File: config.mk
export PLATFORM = sky130hd
export DESIGN_NAME = note_seq_ctrl
export DESIGN_NICKNAME = d
export VERILOG_FILES = /design/src/rtl/note_seq_pkg.sv /design/src/rtl/note_seq_ctrl_key_debounce.sv /design/src/rtl/note_seq_ctrl.sv
export SDC_FILE = /design/constraint.sdc
export NUM_CORES = 1
export LEC_CHECK = 0
export ABC_AREA = 1
export CORE_ASPECT_RATIO = 0.7
export CORE_UTILIZATION = 55
export DETAILED_ROUTE_END_ITERATION = 8
export DONT_BUFFER_PORTS = 1
export PLACE_DENSITY = 0.7
export REMOVE_ABC_BUFFERS = 1
export SETUP_SLACK_MARGIN = 0.5
export SLEW_MARGIN = 20
export SYNTH_ARGS = -nofsm -noshare
export SYNTH_HDL_FRONTEND = slang
export SYNTH_SLANG_ARGS = --single-unit
File: constraint.sdc
create_clock -name aclk -period 1.8 [get_ports aclk]
set_clock_uncertainty 0.2 [all_clocks]
set_input_delay 0.27 -clock aclk [delete_from_list [all_inputs] [get_ports aclk]]
set_output_delay 0.27 -clock aclk [all_outputs]
set_load 0.005 [all_outputs]
File: src/rtl/note_seq_pkg.sv
// Shared types and constants for the note sequencing controller.
// The melody ROM constants are only consumed when NOTE_SEQ_MELODY_EN is defined.
package note_seq_pkg;

    typedef enum logic [1:0] {
        ST_IDLE = 2'd0,
        ST_LIVE = 2'd1,
        ST_PLAY = 2'd2,
        ST_GAP  = 2'd3
    } note_seq_state_t;

    localparam logic [7:0] NOTE_OFF = 8'd0;

    // KEY1..KEY4 note map, index 0 has the highest priority
    localparam logic [7:0] KEY_NOTE [4] = '{8'd60, 8'd62, 8'd64, 8'd65};

    localparam int unsigned MELODY_LEN = 8;
    localparam logic [2:0]  MELODY_LAST = 3'(MELODY_LEN - 1);
    localparam logic [7:0]  MELODY [MELODY_LEN] =
        '{8'd60, 8'd62, 8'd64, 8'd65, 8'd67, 8'd65, 8'd64, 8'd62};

    // Fixed-priority key arbitration: KEY1 > KEY2 > KEY3 > KEY4
    function automatic logic [7:0] arb_note(input logic [3:0] keys_pressed);
        logic [7:0] note;
        note = NOTE_OFF;
        if (keys_pressed[0])      note = KEY_NOTE[0];
        else if (keys_pressed[1]) note = KEY_NOTE[1];
        else if (keys_pressed[2]) note = KEY_NOTE[2];
        else if (keys_pressed[3]) note = KEY_NOTE[3];
        return note;
    endfunction

endpackage

File: src/rtl/note_seq_ctrl_key_debounce.sv
// Single-key 2-flop synchronizer plus stability counter.
// Output is in pressed polarity (1 = pressed) regardless of P_KEY_ACT.
module key_debounce #(
    parameter logic        P_KEY_ACT      = 1'b0,
    parameter int unsigned P_DEBOUNCE_CYC = 500000
) (
    input  logic aclk,
    input  logic aresetn,
    input  logic reset,
    input  logic en,
    input  logic key_raw,
    output logic key_db
);

    localparam int unsigned          LP_CNT_W    = $clog2(P_DEBOUNCE_CYC + 1);
    localparam logic [LP_CNT_W-1:0]  LP_CNT_LAST = LP_CNT_W'(P_DEBOUNCE_CYC - 1);

    logic                r_sync1;
    logic                r_sync2;
    logic [LP_CNT_W-1:0] r_cnt;
    logic                r_db;
    logic                w_pressed;

    // Two-stage synchronizer, reset to the released level
    always_ff @(posedge aclk or negedge aresetn) begin
        if (!aresetn) begin
            r_sync1 <= ~P_KEY_ACT;
            r_sync2 <= ~P_KEY_ACT;
        end else if (reset) begin
            r_sync1 <= ~P_KEY_ACT;
            r_sync2 <= ~P_KEY_ACT;
        end else if (en) begin
            r_sync1 <= key_raw;
            r_sync2 <= r_sync1;
        end
    end

    assign w_pressed = (r_sync2 == P_KEY_ACT);

    // Accept a new level after P_DEBOUNCE_CYC consecutive samples that differ from the held one
    always_ff @(posedge aclk or negedge aresetn) begin
        if (!aresetn) begin
            r_cnt <= '0;
            r_db  <= 1'b0;
        end else if (reset) begin
            r_cnt <= '0;
            r_db  <= 1'b0;
        end else if (en) begin
            if (w_pressed == r_db) begin
                r_cnt <= '0;
            end else if (r_cnt == LP_CNT_LAST) begin
                r_db  <= w_pressed;
                r_cnt <= '0;
            end else begin
                r_cnt <= r_cnt + LP_CNT_W'(1);
            end
        end
    end

    assign key_db = r_db;

endmodule

File: src/rtl/note_seq_ctrl.sv
// Note selection controller: debounced, priority-arbitrated live keys and an
// optional stored 8-step melody. Melody support is compiled in only when
// NOTE_SEQ_MELODY_EN is defined; otherwise the FSM uses IDLE/LIVE only.
module note_seq_ctrl
    import note_seq_pkg::*;
#(
    parameter logic        P_KEY_ACT      = 1'b0,
    parameter int unsigned P_DEBOUNCE_CYC = 500000,
    parameter int unsigned P_STEP_CYC     = 12500000,
    parameter int unsigned P_GAP_CYC      = 1250000
) (
    input  logic       aclk,
    input  logic       aresetn,
    input  logic       reset,
    input  logic       en,
    input  logic [3:0] keys,
    input  logic       play_start,
    output logic [7:0] note_select,
    output logic       busy,
    output logic [3:0] keys_db
);

    logic [3:0]      w_keys_db;
    logic            w_any_key;
    note_seq_state_t r_state;
    note_seq_state_t w_state_nxt;
    logic [7:0]      r_note;
    logic [7:0]      w_note_nxt;

    for (genvar gi = 0; gi < 4; gi++) begin : g_key
        key_debounce #(
            .P_KEY_ACT      (P_KEY_ACT),
            .P_DEBOUNCE_CYC (P_DEBOUNCE_CYC)
        ) u_key_debounce (
            .aclk    (aclk),
            .aresetn (aresetn),
            .reset   (reset),
            .en      (en),
            .key_raw (keys[gi]),
            .key_db  (w_keys_db[gi])
        );
    end

    assign w_any_key = |w_keys_db;

`ifdef NOTE_SEQ_MELODY_EN
    localparam int unsigned LP_DUR_MAX = (P_STEP_CYC > P_GAP_CYC) ? P_STEP_CYC : P_GAP_CYC;
    localparam int unsigned LP_DUR_W   = $clog2(LP_DUR_MAX + 1);

    logic [LP_DUR_W-1:0] r_cnt;
    logic [LP_DUR_W-1:0] w_cnt_nxt;
    logic [2:0]          r_step;
    logic [2:0]          w_step_nxt;
    logic                w_step_done;
    logic                w_gap_done;

    assign w_step_done = (r_cnt == LP_DUR_W'(P_STEP_CYC - 1));
    assign w_gap_done  = (r_cnt == LP_DUR_W'(P_GAP_CYC - 1));
`else
    logic w_unused_cfg;
    assign w_unused_cfg = ^{play_start, (P_STEP_CYC > 0), (P_GAP_CYC > 0)};
`endif

    // Next state, step, duration count and registered note value
    always_comb begin
        w_state_nxt = r_state;
        w_note_nxt  = NOTE_OFF;
`ifdef NOTE_SEQ_MELODY_EN
        w_step_nxt  = r_step;
        w_cnt_nxt   = '0;
`endif
        case (r_state)
            ST_IDLE: begin
                if (w_any_key) begin
                    w_state_nxt = ST_LIVE;
`ifdef NOTE_SEQ_MELODY_EN
                end else if (play_start) begin
                    w_state_nxt = ST_PLAY;
                    w_step_nxt  = '0;
`endif
                end
            end
            ST_LIVE: begin
                if (!w_any_key) w_state_nxt = ST_IDLE;
            end
`ifdef NOTE_SEQ_MELODY_EN
            ST_PLAY: begin
                if (w_any_key) begin
                    w_state_nxt = ST_LIVE;
                    w_step_nxt  = '0;
                end else if (w_step_done) begin
                    w_state_nxt = ST_GAP;
                end
            end
            ST_GAP: begin
                if (w_any_key) begin
                    w_state_nxt = ST_LIVE;
                    w_step_nxt  = '0;
                end else if (w_gap_done) begin
                    // step wraps 7 -> 0 on the same edge that returns to IDLE
                    w_step_nxt  = r_step + 3'd1;
                    w_state_nxt = (r_step == MELODY_LAST) ? ST_IDLE : ST_PLAY;
                end
            end
`endif
            default: w_state_nxt = ST_IDLE;
        endcase

`ifdef NOTE_SEQ_MELODY_EN
        if ((w_state_nxt == r_state) && ((r_state == ST_PLAY) || (r_state == ST_GAP)))
            w_cnt_nxt = r_cnt + LP_DUR_W'(1);
`endif

        case (w_state_nxt)
            ST_LIVE: w_note_nxt = arb_note(w_keys_db);
`ifdef NOTE_SEQ_MELODY_EN
            ST_PLAY: w_note_nxt = MELODY[w_step_nxt];
`endif
            default: w_note_nxt = NOTE_OFF;
        endcase
    end

    // State, note and melody registers; en gates every update
    always_ff @(posedge aclk or negedge aresetn) begin
        if (!aresetn) begin
            r_state <= ST_IDLE;
            r_note  <= NOTE_OFF;
`ifdef NOTE_SEQ_MELODY_EN
            r_step  <= '0;
            r_cnt   <= '0;
`endif
        end else if (reset) begin
            r_state <= ST_IDLE;
            r_note  <= NOTE_OFF;
`ifdef NOTE_SEQ_MELODY_EN
            r_step  <= '0;
            r_cnt   <= '0;
`endif
        end else if (en) begin
            r_state <= w_state_nxt;
            r_note  <= w_note_nxt;
`ifdef NOTE_SEQ_MELODY_EN
            r_step  <= w_step_nxt;
            r_cnt   <= w_cnt_nxt;
`endif
        end
    end

    assign note_select = r_note;
    assign busy        = (r_state != ST_IDLE);
    assign keys_db     = w_keys_db;

endmodule

; ---- Word-level counts from Yosys, hierarchy flattened
; Cells that the tools add are included.
[word_totals]
ff_bits = 98
inputBits = 9
output_inout_bits = 13
wordCells = 112
[classes]
add_sub_neg = 4
n_eq_ne = 14
n_mux = 60
bitwise_logic = 4
n_reduce_logical = 12
[ops]
columns = operator, count
row1 = $mux 19, 16
row2 = $add 19x1->19 const B, 4
row3 = $eq 19x19->1 const B, 4
row4 = $mux 1, 32
row5 = $mux 7, 4
row6 = $mux 8, 3
row7 = $reduce_and 3->1, 4
row8 = $reduce_bool 2->1, 6
row9 = $mux 2, 4
row10 = $ne 2x2->1 const B, 4
row11 = $eq 1x1->1, 4
row12 = $eq 2x1->1 const B, 2
row13 = $not 1->1, 4
row14 = $pmux 2 s2, 1
row15 = $reduce_or 4->1, 1
row16 = $logic_not 2->1, 1

; ---- Depth between registers and ports, before layout
; Gate-level depths: netlist of the first run.
[depth]
ltp_word = 7
depth_mapped = 11
depth_no_buf = 10

; ---- Modules after synthesis
; From an unflattened synthesis of the first run, not the netlist that was laid out.
[unflattened]
hier_cells = 798
area_unflattened_um2 = 5859.4
[by_module_without_submodules]
columns = module, n_inst, cells_each, area_per_inst_um2, seq_area_each_um2
row1 = key_debounce, 4, 190, 1385.1, 553.0
row2 = note_seq_ctrl, 1, 38, 319.1, 150.1

; ---- Worst setup path before layout of the first run
; Ideal clock, no wire load.
[synth_timing]
kind = flip-flop to flip-flop
startpoint = register g_key[2].u_key_debounce.r_cnt[0]
endpoint = register g_key[2].u_key_debounce.r_cnt[4]
setup_ns = 0.121
t_arrival_ns = 1.288
required_time_ns = 1.479
setup_slack_ns = 0.191
stages_incl_launch_ff = 12
n_path_buf = 1
synth_period_minus_slack_ns = 1.609
path_cell_list = dfrtp_1 -> ha_1 -> nand2_1 -> nor2_4 -> inv_2 -> nor2_1 -> nand2_1 -> nand3_1 -> nand2_1 -> clkinv_2 -> buf_6 -> nor2_1
[synth_via]
elab_chain_len = 5
word_cells_on_any_way = 6
classes_between = 1 x add/sub / 1 x eq/ne / 4 x mux
[synth_lines]
columns = element, line
row1 = start: declaration, note_seq_ctrl_key_debounce.sv:20  ; logic [LP_CNT_W-1:0] r_cnt;
row2 = start signal: assignment, note_seq_ctrl_key_debounce.sv:55  ; r_cnt <= r_cnt + LP_CNT_W'(1);
row3 = $add 19x1->19 or $eq 19x19->1 (tied branches), "note_seq_ctrl_key_debounce.sv:55, note_seq_ctrl_key_debounce.sv:51"
row4 = $mux 19 *, note_seq_ctrl_key_debounce.sv:51  ; end else if (r_cnt == LP_CNT_LAST) begin
row5 = $mux 19 *, note_seq_ctrl_key_debounce.sv:49  ; if (w_pressed == r_db) begin
row6 = $mux 19 *, note_seq_ctrl_key_debounce.sv:48  ; end else if (en) begin
row7 = $mux 19 *, note_seq_ctrl_key_debounce.sv:45  ; end else if (reset) begin
; Every way passes the cells marked *; elsewhere a longest branch is shown, timed or not. The select of a mux whose other input is x is not followed.
; A chain may end at the register's enable or synchronous reset.

; ---- Final worst setup path of the first run
[layout_timing]
startpoint = register g_key[1].u_key_debounce.r_cnt[0]
endpoint = register g_key[1].u_key_debounce.r_cnt[16]
[layout_via]
elab_chain_len = 5
word_cells_on_any_way = 6
classes_between = 1 x add/sub / 1 x eq/ne / 4 x mux
[layout_lines]
columns = element, line
row1 = start: declaration, note_seq_ctrl_key_debounce.sv:20
row2 = start signal: assignment, note_seq_ctrl_key_debounce.sv:55
row3 = $add 19x1->19 or $eq 19x19->1 (tied branches), "note_seq_ctrl_key_debounce.sv:55, note_seq_ctrl_key_debounce.sv:51"
row4 = $mux 19 *, note_seq_ctrl_key_debounce.sv:51
row5 = $mux 19 *, note_seq_ctrl_key_debounce.sv:49
row6 = $mux 19 *, note_seq_ctrl_key_debounce.sv:48
row7 = $mux 19 *, note_seq_ctrl_key_debounce.sv:45
; Marks and branches as above.

==> metrics.md, run 1 <==
| Metric | Value |
|---|---|
| Syn_area_per_cell | `~7.4 um^2` |
| Initial drt markers | `411` |
| CP Data Required Time | `1.88 ns` |
| Critical Path Fanout Max | `4` |
| DRT Wirelength | `around 14 mm` |
| Int Pwr | `about 0.0033 W` |
| Seq/Total Area, Yosys | `a little over two fifths` |
| Run status | `complete, but fails checks` |
| Leakage power | `approximately 3.0 nW` |
| Mapped cell area | `roughly 5400 um^2` |
| All-layer global routing usage | `about 27%` |
| Max layer used | `met4` |
| Compound-Gate Fraction of Synth Area | `around 5%` |
| Synth top cells by count | `nand2_1, nor2_1, dfrtp_1` |
| DR WL/cell | `approximately 15 um` |
| Remaining DRCs | `0` |
| Max Fclk | `~570 MHz` |
| Min Clock Period, post-route | `1.743 ns` |
| Post-synth EDFFs | `0` |
| P&R area growth vs syn | `27.04%` |
| First-pass GRT wire length | `21.83 mm` |
| Worst-skew pair later-pin latency | `around 0.35 ns` |
| Top cells by area, synth | `dfrtp_1, nand2_1, nor2_1, inv_1, nand3_1` |
| Mux contribution to synthesized area | `0%` |
| Initial Utilization | `just under 60%` |
| Layout cell share with drive strength beyond 1 | `between 30% and 40%` |
| Max Cap Viol | `0` |
| Pwr Density | `between 600 and 700 nW/um^2` |
| Routed length on met2 | `around 6.5 mm` |
| Switching Share | `approximately 25%` |
| Post-synthesis cell type count | `37` |
| Top_reg_cell synth | `dfrtp_1` |
| Final hold violation count | `94` |
| Clock sink count | `94` |
| Cell taking the most area after synthesis | `dfrtp_1` |
| Slew headroom | `around three fifths` |
| Logic pwr share | `8.9%` |
| Final Max Slew Viols | `0` |
| CP arrival | `1.82 ns` |
| CTS Hold Buffers Added | `8` |
| Synth Register Bits | `between 90 and 100` |
| Synth Area in XOR/XNOR | `6.341%` |
| RSZ-0062 raised after global routing | `true` |
| Startpoint types | `flip-flop` |
| I/O Pins | `22` |
| Reg clk slew, reported paths | `around 0.070 ns` |
| Switch Pwr | `approximately 0.0011 W` |
| Power share of the clock group | `around 40%` |
| Pre-CTS setup slack | `-0.004877 ns` |
| CP Capture Type | `flip-flop` |
| VDD IR max | `0.0006029 V` |
| HP Class | `in -> async` |
| Number of port buffers | `0` |
| Slew @ Worst Pin | `0.5750 ns` |
| Ys async rst share | `100.0%` |
| CTS tree | `done` |
| ANT cells | `0` |
| Simple logic cell fraction of the synthesized area | `34.40%` |
| Root Buffer | `clkbuf_16` |
| Adder-Cell Fraction of Synth Area | `less than 1%` |
| Detailed-route vias per instance | `5.485` |
| WL met3 | `around 1.0 mm` |
| # rows | `29` |
| Nets@finish | `approximately 800` |
| Drt pass-1 iters | `5` |
| Failing checks | `hold timing` |
| Worst reg-to-reg path cell count | `7` |
| GP Congestion | `between 0.8 and 0.9` |
| Setup ws final | `around 0.057 ns` |
| Mapped Cells | `729` |
| CTS Buffer Depth | `2` |
| Critical path type | `reg -> reg` |
| Final period util | `96.84%` |
| Total gr overflow | `0` |
| Via count | `just over 5,000` |
| Die area | `10,200 um^2` |
| DRT met1 WL | `6.136 mm` |
| Core ar. | `about 9300 um^2` |
| Largest family of logic cells by synthesized area | `simple AND/OR/NAND/NOR gates` |
| Die height | `84.80 um` |
| FILL cells | `~650` |
| Count leader, synth | `nand2_1` |
| Vias in the first global route | `~4,500` |
| Part of the power in registers | `between 50% and 60%` |
| Inserted Clock Buffers | `9` |
| DPL Wire Length | `8.077 mm` |
| Initial antenna violation count | `0` |
| Antenna viol nets, final | `0` |
| Min Hold Slack | `-0.5948 ns` |
| Largest net degree at the start of global routing | `95` |
| Top cell type's share of synthesized area | `39.95%` |
| Final number of setup-violating endpoints | `0` |
| # H-tree levels | `3` |
| Layout Utilization | `73.67%` |
| Die X-Extent | `between 100 and 150 um` |
| YS warnings | `0` |
-- power by group through the flow --
stage | sequential [W] | combinational [W] | clock (W)
after floorplan | 0.00222 | 0.000152 | 0
after global placement | 0.00222 | 0.000223 | 0
after detailed placement | 0.00222 | 0.000230 | 0
after CTS | 0.00219 | 0.000333 | 0.00180
after global routing | 0.00220 | 0.000415 | 0.00189
final | 0.00220 | 0.000388 | 0.00178
-- kinds of logic (layout without fill, tap and decap cells) --
kind of cell	Yosys count	after routing
and+or+nand+nor	433	433
DFF	94	94
adders and majority gates	4	4
AOI/OAI and AO/OA	48	48
other	1	1
buffers and inverters	110	175
xor gates and xnor gates	39	39
-- worst paths after layout --
kind / start / slack (ns) / to
max reg2reg: g_key[1].u_key_debounce.r_cnt[0] / 0.06 / g_key[1].u_key_debounce.r_cnt[16]
max: g_key[1].u_key_debounce.r_cnt[0] / 0.06 / g_key[1].u_key_debounce.r_cnt[16]
min: aresetn / -0.59 / g_key[1].u_key_debounce.r_cnt[7]
min in group aclk: reset / 0.02 / g_key[1].u_key_debounce.key_db
min reg2reg: g_key[0].u_key_debounce.r_sync1 / 0.29 / g_key[0].u_key_debounce.r_sync2
max in group asynchronous: aresetn / 1.77 / g_key[0].u_key_debounce.r_sync2
-- cell usage in the layout, fill, tap and decap left out, drive strengths merged, types with 2 or more instances in the layout --
cell type,instances
nand3,52
o21ai,31
clkinv,4
nand2,190
o21bai,2
a21oi,5
a21o,2
clkinvlp,2
buf,59
xor2,22
nor2,158
dlygate4sd3,7
nor3,10
ha,4
a22oi,4
nand4,20
dfstp,8
xnor2,17
clkbuf,12
dfrtp,86
inv,90
-- layer usage --
metal / global-route usage, % / vias to the layer above
met5: 0 / -
met4: 8.193 / 0
met3: 6.726 / 36
met2: 42.37 / 185
met1: 37.81 / 2424
li1: - / 2390
-- sequential cells by signal, summed over array words and instances, names as in the netlist --
name	count
g_key.u_key_debounce.r_cnt	76
g_key.u_key_debounce.r_sync1	4
note_select	4
g_key.u_key_debounce.r_sync2	4
r_state	2
g_key.u_key_debounce.key_db	4
-- worst max-delay path, stage by stage (launching register included) --
cell     delay, ns
dfrtp_1       0.38
ha_2          0.21
nand3_2       0.11
nor2_2        0.14
nand4_1       0.24
o21ai_1       0.23
nand2_1       0.07
nor2_1        0.09
-- through the flow --
step	power, W	TNS (ns)	hold slack, ns	cells	cell area, um^2
floorplan	0.002369	0	-0.2256	706	5210
global placement	0.002446	0	-0.2233	850	5540
detailed placement	0.002455	-0.004877	-0.2235	850	5540
CTS	0.004324	0	-0.5993	907	6481
global route	0.004503	-0.08533	-0.6089	918	6843
finish	0.004362	0	-0.5948	918	6843
-- repair_timing --
item,in CTS,in global routing
pin swaps,53,35
cloned,5,0
endpoints found under the setup margin,84,98
buffers inserted,28,11
resized for setup,120,83
endpoints found under the hold margin,103,94
-- area by class of cell --
type / instances / area [um^2] / share of cell area (%)
clock buffers: 12 / 246.5 / 3.602
clock inverters: 4 / 23.77 / 0.3474
inverters: 87 / 359.1 / 5.248
multi-input cells: 525 / 3065 / 44.80
flip-flops and latches: 94 / 2369 / 34.61
well taps: 124 / 155.1 / 2.267
repair buffers: 67 / 580.6 / 8.484
repair inverters: 5 / 43.79 / 0.6400
Note: power is estimated with default switching activity, not from simulation.
==> run 2, diff against run 1 <==
--- a/config.mk
+++ b/config.mk
@@ -10,6 +10,7 @@
 export CORE_UTILIZATION = 55
 export DETAILED_ROUTE_END_ITERATION = 8
 export DONT_BUFFER_PORTS = 1
+export MAX_ROUTING_LAYER = met4
 export PLACE_DENSITY = 0.7
 export REMOVE_ABC_BUFFERS = 1
 export SETUP_SLACK_MARGIN = 0.5
==> run 2 against run 1 <==
  * The run still ends with hold timing left
  * First-iteration DRC count down 1.5%
  * Wire length up 0.20%
  * Flip-flop and latch count unchanged
  * Combinational power about the same
  * Largest cell class unchanged
==> metrics.md, run 2 (synthesis gave the netlist of run 1 again) <==
| Metric | Value |
|---|---|
| # H-tree levels | `3 (unchanged)` |
| Die area | `10,200 um^2 (unchanged)` |
| Crit path buffers/inverters | `1 (+1)` |
| FILL cells | `647 (unchanged)` |
| Final Non-Filler Cells | `918 (unchanged)` |
| CTS Hold Buffers Added | `8 (unchanged)` |
| Reg with most FFs | `g_key.u_key_debounce.r_cnt` |
| Worst path max stage delay | `0.38 ns (about the same)` |
| Initial Utilization | `57.99% (unchanged)` |
| Inserted Clock Buffers | `9 (unchanged)` |
| CP delay by family, top | `simple AND/OR/NAND/NOR gates` |
| CP Capture Type | `flip-flop` |
| ANT cells | `0 (unchanged)` |
| P&R area growth vs syn | `27.04% (unchanged)` |
| Largest net degree at the start of global routing | `95 (unchanged)` |
| DR WL/cell | `15.27 um (+0.20%)` |
| Die height | `84.80 um (unchanged)` |
| Setup ws final | `0.05885 ns (+0.002024 ns)` |
| VDD IR max | `0.0006025 V (about the same)` |
| I/O Pins | `22 (unchanged)` |
| Clock sink count | `94 (unchanged)` |
| Final Instance Area | `6843 um^2 (unchanged)` |
| Root Buffer | `clkbuf_16` |
| Initial antenna violation count | `0 (unchanged)` |
| Max Cap Viol | `0 (unchanged)` |
| Max Fclk | `574.3 MHz (+0.12%)` |
| Most common cell on crit path | `nor2_1` |
| Slowest CP cell | `dfrtp_1` |
| Worst reg-to-reg path cell count | `8 (+1)` |
| Via count | `5,028 (-0.14%)` |
| Pwr Density | `637.1 nW/um^2 (about the same)` |
| Pre-CTS setup slack | `-0.004877 ns (unchanged)` |
| Worst reg2reg setup slack | `0.06 ns (about the same)` |
| Max reg flops | `76 (unchanged)` |
| Final hold violation count | `94 (unchanged)` |
| DPL Wire Length | `8.077 mm (unchanged)` |
| Die X-Extent | `120.3 um (unchanged)` |
| Antenna viol nets, final | `0 (unchanged)` |
| Vias in the first global route | `4,549 (+0.022%)` |
| Commonest non-fill, non-tap cell in the layout | `nand2_1` |
| Layout cell share with drive strength beyond 1 | `30.23% (unchanged)` |
| Remaining DRCs | `0 (unchanged)` |
| Number of port buffers | `0 (unchanged)` |
| Drt pass-1 iters | `6 (+1)` |
| Run status | `complete, but fails checks` |
| HP Class | `in -> async` |
| RSZ-0062 raised after global routing | `true` |
| Min Hold Slack | `-0.5933 ns (+0.001517 ns)` |
| # rows | `29 (unchanged)` |
| Final Max Slew Viols | `0 (unchanged)` |
| CTS Buffer Depth | `2 (unchanged)` |
| Critical path type | `reg -> reg` |
| Crit-path cells | `ha_2, nand3_2, nor2_2, buf_4, nand2_1, nor2_1, xnor2_1, nor2_1` |
| First-pass GRT wire length | `21.81 mm (about the same)` |
| Worst-skew pair later-pin latency | `0.35 ns (about the same)` |
| Nets@finish | `802 (unchanged)` |
| Placed instance area | `5540 um^2 (unchanged)` |
| Total gr overflow | `0 (unchanged)` |
| Core ar. | `9289 um^2 (unchanged)` |
| Failing checks | `hold timing` |
| Most frequent cells in the layout | `nand2_1, nor2_1, dfrtp_1` |
| CTS tree | `done` |
| CP Data Required Time | `1.84 ns (-0.04 ns)` |
| CP arrival | `1.78 ns (-0.04 ns)` |
| Initial drt markers | `405 (-1.5%)` |
| Final period util | `96.73% (-0.11 points)` |
| DRT Wirelength | `14.02 mm (+0.20%)` |
| Worst r2r dst | `g_key[1].u_key_debounce.r_cnt[10]` |
| Startpoint types | `flip-flop` |
| GP Congestion | `0.9117 (+1.7%)` |
| Slew headroom | `63.67% (+2.3 points)` |
| Final number of setup-violating endpoints | `0 (unchanged)` |
| Leakage power | `2.986 nW (unchanged)` |
| Critical Path Fanout Max | `3 (-1)` |
| Reg2reg start | `g_key[1].u_key_debounce.r_cnt[0]` |
| Slew @ Worst Pin | `0.5408 ns (-0.03416 ns)` |
| Detailed-route vias per instance | `5.477 (-0.14%)` |
| # placed instances | `850 (unchanged)` |
| Min Clock Period, post-route | `1.741 ns (-0.002024 ns)` |
| Reg clk slew, reported paths | `0.07 ns (about the same)` |
| All-layer global routing usage | `28.07% (+0.79 points)` |
run 2: cell counts in the layout (fill, tap and decap cells not counted):
Identical to the previous run, type by type.
run 2: stage by stage:
| stage | util, % | total power [W] | setup TNS (ns) |
|---|---|---|---|
| floorplan | - | 0.002369 | 0 |
| global placement | 59.64 | 0.002446 | 0 |
| detailed placement | 59.64 | 0.002455 | -0.004877 |
| CTS | 69.77 | 0.004324 | 0 |
| global route | 73.67 | 0.004502 | -0.08561 |
| finish | 73.67 | 0.004359 | 0 |
run 2: worst max-delay path by stage:
stage,slack [ns],from,endpoint,cells after the start
3_3_place_gp,0.05,g_key[1].u_key_debounce.r_cnt[0],g_key[1].u_key_debounce.r_cnt[17],8
3_5_place_dp,-0.005,g_key[1].u_key_debounce.r_cnt[0],g_key[1].u_key_debounce.r_cnt[18],7
6_report,0.06,g_key[1].u_key_debounce.r_cnt[0],g_key[1].u_key_debounce.r_cnt[10],8
5_1_grt,-0.03,g_key[1].u_key_debounce.r_cnt[0],g_key[1].u_key_debounce.r_cnt[18],8
2_1_floorplan,0.18,reset,g_key[1].u_key_debounce.r_cnt[13],8
4_1_cts,0.13,g_key[1].u_key_debounce.r_cnt[0],g_key[1].u_key_debounce.r_cnt[18],7
run 2: report_power, final:
part	switching, W	internal (W)	leakage, nW
combinational	0.000249	0.000138	1.57
sequential	0.0000384	0.00216	1.28
clock	0.000806	0.000970	0.136
total	0.00109	0.00327	2.99
run 2: layer usage:
layer / GRT usage [%] / vias up / wire (um)
li1: - / 2392 / -
met1: 37.33 / 2418 / 6227
met2: 42.74 / 179 / 6525
met3: 6.658 / 39 / 937
met4: 8.193 / 0 / 329
met5: - / - / 0
run 2: worst register-to-register path: stages (launching register included):
cell     delay, ns
dfrtp_1       0.38
ha_2          0.21
nand3_2       0.11
nor2_2        0.14
buf_4         0.13
nand2_1       0.07
nor2_1        0.16
xnor2_1       0.16
nor2_1        0.07
run 2: final cells by class:
| type | instances | area (um^2) | share of cell area [%] |
|---|---|---|---|
| Tap cell | 124 | 155.1 | 2.267 |
| Clock inverter | 4 | 23.77 | 0.3474 |
| Sequential cell | 94 | 2369 | 34.61 |
| Inverter | 87 | 359.1 | 5.248 |
| Timing Repair inverter | 5 | 43.79 | 0.6400 |
| Multi-Input combinational cell | 525 | 3065 | 44.80 |
| Clock buffer | 12 | 246.5 | 3.602 |
| Timing Repair Buffer | 67 | 580.6 | 8.484 |
run 2: timing repair:
item	in CTS	in global routing
setup buffers	28	11
gates resized for setup	120	83
hold endpoints to repair	103	94
pin swaps	53	35
cloned	5	0
setup endpoints to repair	84	98
